<file path="config.mk">
export PLATFORM = sky130hd
export DESIGN_NAME = qkv_tile_reader_flat
export DESIGN_NICKNAME = d
export VERILOG_FILES = /design/src/rtl/mha_pkg.sv /design/src/rtl/qkv_tile_reader_if.sv /design/src/rtl/qkv_tile_reader_valid_delay_line.sv /design/src/rtl/qkv_tile_reader.sv /design/src/flat_wrapper.sv
export SDC_FILE = /design/constraint.sdc
export NUM_CORES = 1
export LEC_CHECK = 0
export CAP_MARGIN = 5
export CORE_MARGIN = 2
export CORE_UTILIZATION = 67
export DETAILED_ROUTE_END_ITERATION = 10
export GPL_TIMING_DRIVEN = 0
export PLACE_DENSITY = 0.85
export SLEW_MARGIN = 20
export SYNTH_ARGS = -nofsm -noshare
export SYNTH_HDL_FRONTEND = slang
export SYNTH_HIERARCHICAL = 1
export SYNTH_SLANG_ARGS = --single-unit
</file>
<file path="constraint.sdc">
create_clock -name clk -period 14.4 [get_ports clk]
set_clock_uncertainty 0.15 [all_clocks]
set_input_delay 2.88 -clock clk [delete_from_list [all_inputs] [get_ports clk]]
set_output_delay 2.88 -clock clk [all_outputs]
set_load 0.02 [all_outputs]
</file>
<file path="src/rtl/mha_pkg.sv">
// rtl/mha_pkg.sv - shared MHA state encoding, default geometry/addresses and tile-count helper
package mha_pkg;

    typedef enum logic [2:0] {
        ST_IDLE    = 3'd0,
        ST_KLOAD   = 3'd1,
        ST_QSTREAM = 3'd2,
        ST_DRAIN   = 3'd3,
        ST_DONE    = 3'd4
    } rd_state_t;

    localparam int DEF_NUM_CH       = 16;
    localparam int DEF_TOKENS       = 729;
    localparam int DEF_TILE_ROWS    = 4;
    localparam int DEF_DRAIN_CYCLES = 19;

    localparam logic [31:0] DEF_Q_BASE    = 32'h0000_0000;
    localparam logic [31:0] DEF_K_BASE    = 32'h0000_3000;
    localparam logic [31:0] DEF_CH_STRIDE = 32'h0000_0300;

    // Number of K tiles per channel; the last tile is zero-padded when tokens
    // is not a multiple of tile_rows.
    function automatic int num_ktiles(input int tok_count, input int rows);
        return (tok_count + rows - 1) / rows;
    endfunction

endpackage

</file>
<file path="src/rtl/qkv_tile_reader_if.sv">
// rtl/qkv_tile_reader_if.sv - control/issue bundle between the tile reader and its SRAM/PE consumers
interface qkv_tile_reader_if #(
    parameter int addr_width = 32
);
    logic                  start;
    logic                  hold;
    logic                  rd_en;
    logic [addr_width-1:0] rd_addr;
    logic                  is_wt;
    logic                  pad_zero;
    logic                  data_valid;
    logic                  data_is_wt;
    logic                  tile_last;
    logic                  busy;
    logic                  done;

    modport master (
        input  start, hold,
        output rd_en, rd_addr, is_wt, pad_zero, data_valid, data_is_wt,
               tile_last, busy, done
    );

    modport slave (
        output start, hold,
        input  rd_en, rd_addr, is_wt, pad_zero, data_valid, data_is_wt,
               tile_last, busy, done
    );
endinterface

</file>
<file path="src/rtl/qkv_tile_reader_valid_delay_line.sv">
// rtl/qkv_tile_reader_valid_delay_line.sv - fixed-depth pipe aligning {rd_en, is_wt} with SRAM read data
module valid_delay_line #(
    parameter int depth = 1
) (
    input  logic clk,
    input  logic reset,
    input  logic in_valid,
    input  logic in_is_wt,
    output logic out_valid,
    output logic out_is_wt
);
    logic [1:0] pipe [depth];

    // Shift every cycle regardless of stalls so reads already in flight still land.
    always_ff @(posedge clk) begin
        if (reset) begin
            for (int i = 0; i < depth; i++) pipe[i] <= 2'b00;
        end else begin
            pipe[0] <= {in_valid, in_is_wt};
            for (int i = 1; i < depth; i++) pipe[i] <= pipe[i-1];
        end
    end

    assign out_valid = pipe[depth-1][1];
    assign out_is_wt = pipe[depth-1][0];
endmodule

</file>
<file path="src/rtl/qkv_tile_reader.sv">
// rtl/qkv_tile_reader.sv - QK_MULT read sequencer: K-tile weight rows, Q token stream, drain, per channel
module qkv_tile_reader
    import mha_pkg::*;
#(
    parameter int                    addr_width   = 32,
    parameter int                    num_ch       = DEF_NUM_CH,
    parameter int                    tokens       = DEF_TOKENS,
    parameter int                    tile_rows    = DEF_TILE_ROWS,
    parameter int                    drain_cycles = DEF_DRAIN_CYCLES,
    parameter int                    rd_latency   = 1,
    parameter logic [addr_width-1:0] q_base       = addr_width'(DEF_Q_BASE),
    parameter logic [addr_width-1:0] k_base       = addr_width'(DEF_K_BASE),
    parameter logic [addr_width-1:0] ch_stride    = addr_width'(DEF_CH_STRIDE)
) (
    input  logic              clk,
    input  logic              reset,
    qkv_tile_reader_if.master bus
);
    typedef logic [addr_width-1:0] addr_t;

    localparam int          nk        = num_ktiles(tokens, tile_rows);
    localparam logic [31:0] row_last  = 32'(tile_rows - 1);
    localparam logic [31:0] tok_last  = 32'(tokens - 1);
    localparam logic [31:0] drn_last  = 32'(drain_cycles - 1);
    localparam logic [31:0] kt_last   = 32'(nk - 1);
    localparam logic [31:0] ch_last   = 32'(num_ch - 1);
    localparam logic [31:0] tok_count = 32'(tokens);

    rd_state_t   state, state_n;
    logic [31:0] ch, ch_n, ktile, ktile_n, row, row_n, tok, tok_n, drn, drn_n;
    logic [31:0] n_next;
    addr_t       ch_off, iss_addr, rd_addr_q;
    logic        iss_rd, iss_wt, iss_pad, iss_last, stall;
    logic        rd_en_q, is_wt_q, pad_zero_q, tile_last_q, busy_q, done_q;

    // hold only freezes the active walk; IDLE and DONE always move on.
    assign stall = bus.hold && (state == ST_KLOAD || state == ST_QSTREAM || state == ST_DRAIN);

    // Next position in the channel/tile/row/token walk.
    always_comb begin
        state_n = state;
        ch_n    = ch;
        ktile_n = ktile;
        row_n   = row;
        tok_n   = tok;
        drn_n   = drn;
        case (state)
            ST_IDLE: begin
                if (bus.start) begin
                    state_n = ST_KLOAD;
                    ch_n    = '0;
                    ktile_n = '0;
                    row_n   = '0;
                    tok_n   = '0;
                    drn_n   = '0;
                end
            end
            ST_KLOAD: begin
                if (row == row_last) begin
                    state_n = ST_QSTREAM;
                    tok_n   = '0;
                end else begin
                    row_n = row + 32'd1;
                end
            end
            ST_QSTREAM: begin
                if (tok == tok_last) begin
                    state_n = ST_DRAIN;
                    drn_n   = '0;
                end else begin
                    tok_n = tok + 32'd1;
                end
            end
            ST_DRAIN: begin
                if (drn == drn_last) begin
                    row_n = '0;
                    if (ktile != kt_last) begin
                        ktile_n = ktile + 32'd1;
                        state_n = ST_KLOAD;
                    end else if (ch != ch_last) begin
                        ch_n    = ch + 32'd1;
                        ktile_n = '0;
                        state_n = ST_KLOAD;
                    end else begin
                        state_n = ST_DONE;
                    end
                end else begin
                    drn_n = drn + 32'd1;
                end
            end
            ST_DONE: state_n = ST_IDLE;
            default: state_n = ST_IDLE;
        endcase
    end

    // Decode the issue for the upcoming position so it can be registered this edge;
    // under hold it becomes the pending issue whose address is shown but not strobed.
    always_comb begin
        iss_rd   = 1'b0;
        iss_wt   = 1'b0;
        iss_pad  = 1'b0;
        iss_last = 1'b0;
        iss_addr = rd_addr_q;
        n_next   = ktile_n * 32'(tile_rows) + row_n;
        ch_off   = addr_t'(ch_n) * ch_stride;
        case (state_n)
            ST_KLOAD: begin
                iss_wt = 1'b1;
                if (n_next < tok_count) begin
                    iss_rd   = 1'b1;
                    iss_addr = k_base + ch_off + addr_t'(n_next);
                end else begin
                    iss_pad  = 1'b1;
                    iss_addr = '0;
                end
            end
            ST_QSTREAM: begin
                iss_rd   = 1'b1;
                iss_addr = q_base + ch_off + addr_t'(tok_n);
                iss_last = (tok_n == tok_last);
            end
            default: ;
        endcase
    end

    // State, counters and registered outputs.
    always_ff @(posedge clk) begin
        if (reset) begin
            state       <= ST_IDLE;
            ch          <= '0;
            ktile       <= '0;
            row         <= '0;
            tok         <= '0;
            drn         <= '0;
            rd_en_q     <= 1'b0;
            rd_addr_q   <= '0;
            is_wt_q     <= 1'b0;
            pad_zero_q  <= 1'b0;
            tile_last_q <= 1'b0;
            busy_q      <= 1'b0;
            done_q      <= 1'b0;
        end else begin
            if (!stall) begin
                state <= state_n;
                ch    <= ch_n;
                ktile <= ktile_n;
                row   <= row_n;
                tok   <= tok_n;
                drn   <= drn_n;
            end
            rd_en_q     <= iss_rd && !stall;
            pad_zero_q  <= iss_pad && !stall;
            tile_last_q <= iss_last && !stall;
            is_wt_q     <= iss_wt;
            rd_addr_q   <= iss_addr;
            busy_q      <= stall || (state_n != ST_IDLE);
            done_q      <= !stall && (state_n == ST_DONE);
        end
    end

    valid_delay_line #(.depth(rd_latency)) u_delay (
        .clk      (clk),
        .reset    (reset),
        .in_valid (rd_en_q),
        .in_is_wt (is_wt_q),
        .out_valid(bus.data_valid),
        .out_is_wt(bus.data_is_wt)
    );

    assign bus.rd_en     = rd_en_q;
    assign bus.rd_addr   = rd_addr_q;
    assign bus.is_wt     = is_wt_q;
    assign bus.pad_zero  = pad_zero_q;
    assign bus.tile_last = tile_last_q;
    assign bus.busy      = busy_q;
    assign bus.done      = done_q;
endmodule

</file>
<file path="src/flat_wrapper.sv">
// flat-port wrapper written by rule: the top's interface ports become plain ports
module qkv_tile_reader_flat import mha_pkg::*;
#(
    parameter int                    addr_width   = 32,
    parameter int                    num_ch       = DEF_NUM_CH,
    parameter int                    tokens       = DEF_TOKENS,
    parameter int                    tile_rows    = DEF_TILE_ROWS,
    parameter int                    drain_cycles = DEF_DRAIN_CYCLES,
    parameter int                    rd_latency   = 1,
    parameter logic [addr_width-1:0] q_base       = addr_width'(DEF_Q_BASE),
    parameter logic [addr_width-1:0] k_base       = addr_width'(DEF_K_BASE),
    parameter logic [addr_width-1:0] ch_stride    = addr_width'(DEF_CH_STRIDE)
)
  (clk, reset, bus_start, bus_hold, bus_rd_en, bus_rd_addr, bus_is_wt, bus_pad_zero, bus_data_valid, bus_data_is_wt, bus_tile_last, bus_busy, bus_done);
  qkv_tile_reader_if #(.addr_width(addr_width)) bus_i ();
  input  logic clk;
  input  logic reset;
  input wire logic [$bits(bus_i.start)-1:0] bus_start;
  input wire logic [$bits(bus_i.hold)-1:0] bus_hold;
  output wire logic [$bits(bus_i.rd_en)-1:0] bus_rd_en;
  output wire logic [$bits(bus_i.rd_addr)-1:0] bus_rd_addr;
  output wire logic [$bits(bus_i.is_wt)-1:0] bus_is_wt;
  output wire logic [$bits(bus_i.pad_zero)-1:0] bus_pad_zero;
  output wire logic [$bits(bus_i.data_valid)-1:0] bus_data_valid;
  output wire logic [$bits(bus_i.data_is_wt)-1:0] bus_data_is_wt;
  output wire logic [$bits(bus_i.tile_last)-1:0] bus_tile_last;
  output wire logic [$bits(bus_i.busy)-1:0] bus_busy;
  output wire logic [$bits(bus_i.done)-1:0] bus_done;
  assign bus_i.start = bus_start;
  assign bus_i.hold = bus_hold;
  assign bus_rd_en = bus_i.rd_en;
  assign bus_rd_addr = bus_i.rd_addr;
  assign bus_is_wt = bus_i.is_wt;
  assign bus_pad_zero = bus_i.pad_zero;
  assign bus_data_valid = bus_i.data_valid;
  assign bus_data_is_wt = bus_i.data_is_wt;
  assign bus_tile_last = bus_i.tile_last;
  assign bus_busy = bus_i.busy;
  assign bus_done = bus_i.done;
  qkv_tile_reader #(.addr_width(addr_width), .num_ch(num_ch), .tokens(tokens), .tile_rows(tile_rows), .drain_cycles(drain_cycles), .rd_latency(rd_latency), .q_base(q_base), .k_base(k_base), .ch_stride(ch_stride)) u_core (.clk(clk), .reset(reset), .bus(bus_i));
endmodule
</file>
==> flow_metrics.py <==
metrics = {
    "run_status": {
        "outcome": "finished clean",
    },
    "global_route": {
        "grt_overflow_total": 0,
        "grt_use_met3_pct": 11.8,
        "antenna_found_initial": 1,
        "grt_pass1_wl_um": 96700,
        "use_met1_pct": 54.5,
        "gr-usage-all-layers_pct": 45.8,
        "grt_most_used_layer": "met2",
        "grt_use_met2_pct": 72.1,
        "grt_max_degree": 13,
        "grt_pass1_vias": 18200,
    },
    "synth": {
        "synth_cell_types": 86,
        "synthTopCellsByCount": "nor2_1, nand2_1, dfxtp_1, o21ai_0, a21oi_1",
        "syn-instance-count": 2449,
        "synth_most_common_cell": "nor2_1",
        "synth.yosys.warnings": 6,
        "seq_area_frac_synth_pct": 23.7,
        "yosysTopAreaCellShare_pct": 23.7,
        "synth_area_leader_cell": "dfxtp_1",
        "synth.area.top_cells": "dfxtp_1, ha_1, nor2_1",
        "syn_area_um2": 17200,
        "synth_edf_count": 0,
        "synth-async-reset-ratio_pct": 0,
        "ys.flop_type": "dfxtp_1",
        "syn_nets": 2583,
        "postSynthAreaPerCell_um2": 7.00,
        "ys_ff_latch": 203,
    },
    "critical_path": {
        "critical_path_class": "input pin to flip-flop",
        "r2r-end": "u_core/bus.rd_addr[31]",
        "crit_required_ns": 14.69,
        "cp-start-kind": "input pin",
        "cpMaxStageDelayCell": "clkdlybuf4s50_1",
        "cp_common_cell": "a21oi_1",
        "cpPeakStageDelay_ns": 0.57,
        "timing.rr.start": "u_core/drn[0]",
        "worstPathMaxFanout": 10,
        "rr_worst_depth": 34,
        "cp.buffers_inverters": 3,
        "rrSetupSlack_ns": 5.41,
        "endpoint_kind": "flip-flop",
        "path_delay_family": "compound AO/OA/AOI/OAI gates",
        "cp.arrival_ns": 10.76,
    },
    "final_layout": {
        "nets": 2654,
        "regArea_um2": 4060,
        "antennaDiodeCount": 0,
        "num-fill-cells": 1971,
        "layout.cells.non_filler": 2867,
        "multi_input_area_um2": 12300,
        "drive_above_1_share_pct": 3.90,
        "area_delta_synth_final_pct": 10.1,
        "final_util_pct": 75.0,
    },
    "clocking": {
        "cts.path.max_buffers": 3,
        "cts-resized-gates": 0,
        "cts_max_level": 1,
        "root_buffer": "clkbuf_16",
        "post-cts-setup-buffers": 0,
        "clock_latency_ns": 0.54,
        "cts.sinks": 203,
        "cts_inserted_buffers": 25,
        "cts_tree": "yes",
        "clkSlewWorstSetupHoldPaths_ns": 0.06,
        "cts_hold_buf": 0,
    },
    "die": {
        "core_area_um2": 25200,
        "fp-row-count": 58,
        "fp.dieW_um": 164,
        "start_util_pct": 68.1,
        "die_area_um2": 26900,
        "pin_count": 44,
        "die_h_um": 164,
    },
    "timing": {
        "timing_hold_violations_final": 0,
        "period_share_pct": 72.7,
        "tns_ns": 0,
        "post-route-min-period_ns": 10.47,
        "worst_pin_slew_ns": 1.23,
        "max_freq_mhz": 95.5,
        "whs_ns": 0.315,
        "setup_viol": 0,
        "rsz0062_at_grt": "no",
        "drv_slew": 0,
        "relSlewSlack_pct": 17.5,
    },
    "placement": {
        "placedCellCount": 2823,
        "portBuffers": 43,
        "place_congestion": 1.02,
        "dp_hpwl_um": 47400,
    },
    "drt": {
        "wl_um": 62900,
        "post_drt_wl_per_cell_um": 21.9,
        "num_vias": 19825,
        "avgViaCountPerCell": 6.91,
        "ant_nets": 0,
        "dr.pass1.iters": 11,
        "drt_iter0_markers": 2827,
        "drc": 0,
    },
    "power_and_ir_drop": {
        "total_power_mw": 2.20,
        "ir_drop_mv": 0.115,
        "powerDensity_nw_per_um2": 117,
        "p_leak_nw": 7.68,
    },
    "min_path": {
        "hp-class": "flip-flop to flip-flop",
        "min_to": "u_core/u_delay/pipe[0][1]",
        "holdPathStages": 1,
        "min-delay-start": "u_core/bus.rd_en",
    },
    "job": {
        "maxCapViolCount": 0,
    },
}
==> cells in the final DEF, fill, tap and decap left out, types with 27 or more instances in the layout <==
| cell type | instances |
|---|---|
| nand2_1 | 311 |
| clkbuf_1 | 111 |
| nor3_1 | 98 |
| nor2_1 | 318 |
| a211oi_1 | 39 |
| and3_1 | 67 |
| and2_1 | 27 |
| nor2b_1 | 27 |
| clkdlybuf4s50_1 | 43 |
| a21o_1 | 29 |
| a31oi_1 | 36 |
| o21ai_0 | 198 |
| dfxtp_1 | 203 |
| xor2_1 | 55 |
| nor4_1 | 39 |
| a21oi_1 | 186 |
| nand4_1 | 58 |
| xnor2_1 | 59 |
| ha_1 | 126 |
| inv_1 | 68 |
| nand3_1 | 83 |
==> cells by family (layout without fill, tap and decap cells) <==
family	count (synthesis)	in the layout	share of synthesized area, %
xor+xnor	114	114	5.82
compound gates	663	663	23.9
simple gates	1130	1130	31.7
flops	203	203	23.7
mux	8	8	0.503
fa+ha+maj	130	130	9.66
buf+inv	201	289	4.63
==> final cells by class <==
cell class,count,share of cell area (%)
inverter,69,1.37
timing repair buffer,44,2.32
buffer,132,2.83
sequential,203,21.5
clock inverter,9,0.696
tap,330,2.19
clock buffer,35,3.88
multi-input combinational,2045,65.2
==> routing by layer <==
layer	vias to the layer above	routed length, µm
li1	9031	-
met1	8933	22900
met2	1421	26600
met3	438	7850
met4	2	5540
met5	-	11
==> state kept, by name (all words and copies together) (netlist names), named ones only <==
signal and count:
u_core/bus.rd_en 1, u_core/ch 24, u_core/u_delay/pipe 2, u_core/drn 32
u_core/bus.tile_last 1, u_core/row 32, u_core/bus.pad_zero 1, u_core/bus.is_wt 1
u_core/ktile 32, u_core/tok 32, u_core/state 3, u_core/bus.busy 1
u_core/bus.done 1, u_core/bus.rd_addr 32
==> worst max path at each step <==
stage	depth (start not counted)	slack, ns	endpoint	from
2_1_floorplan	31	5.43	u_core/bus.rd_addr[31]	bus_start
5_1_grt	32	3.49	u_core/bus.rd_addr[31]	bus_start
6_report	32	3.93	u_core/bus.rd_addr[31]	bus_start
4_1_cts	32	4.19	u_core/bus.rd_addr[30]	bus_start
3_5_place_dp	32	3.67	u_core/bus.rd_addr[30]	bus_start
3_3_place_gp	32	3.82	u_core/bus.rd_addr[31]	bus_start
==> metrics by stage <==
stage	setup WS, ns	cell area, µm²
2_1_floorplan	5.43	17200
4_1_cts	4.19	18900
6_report	3.93	18900
3_5_place_dp	3.67	18000
5_1_grt	3.49	18900
3_3_place_gp	3.82	18000
==> power breakdown <==
group	switching (mW)	internal, mW	leakage [nW]
logic	0.574	0.283	5.60
registers	0.0575	0.619	1.65
clock network	0.261	0.407	0.429
total	0.893	1.31	7.68
No activity file was read; power rests on OpenSTA's default activity.
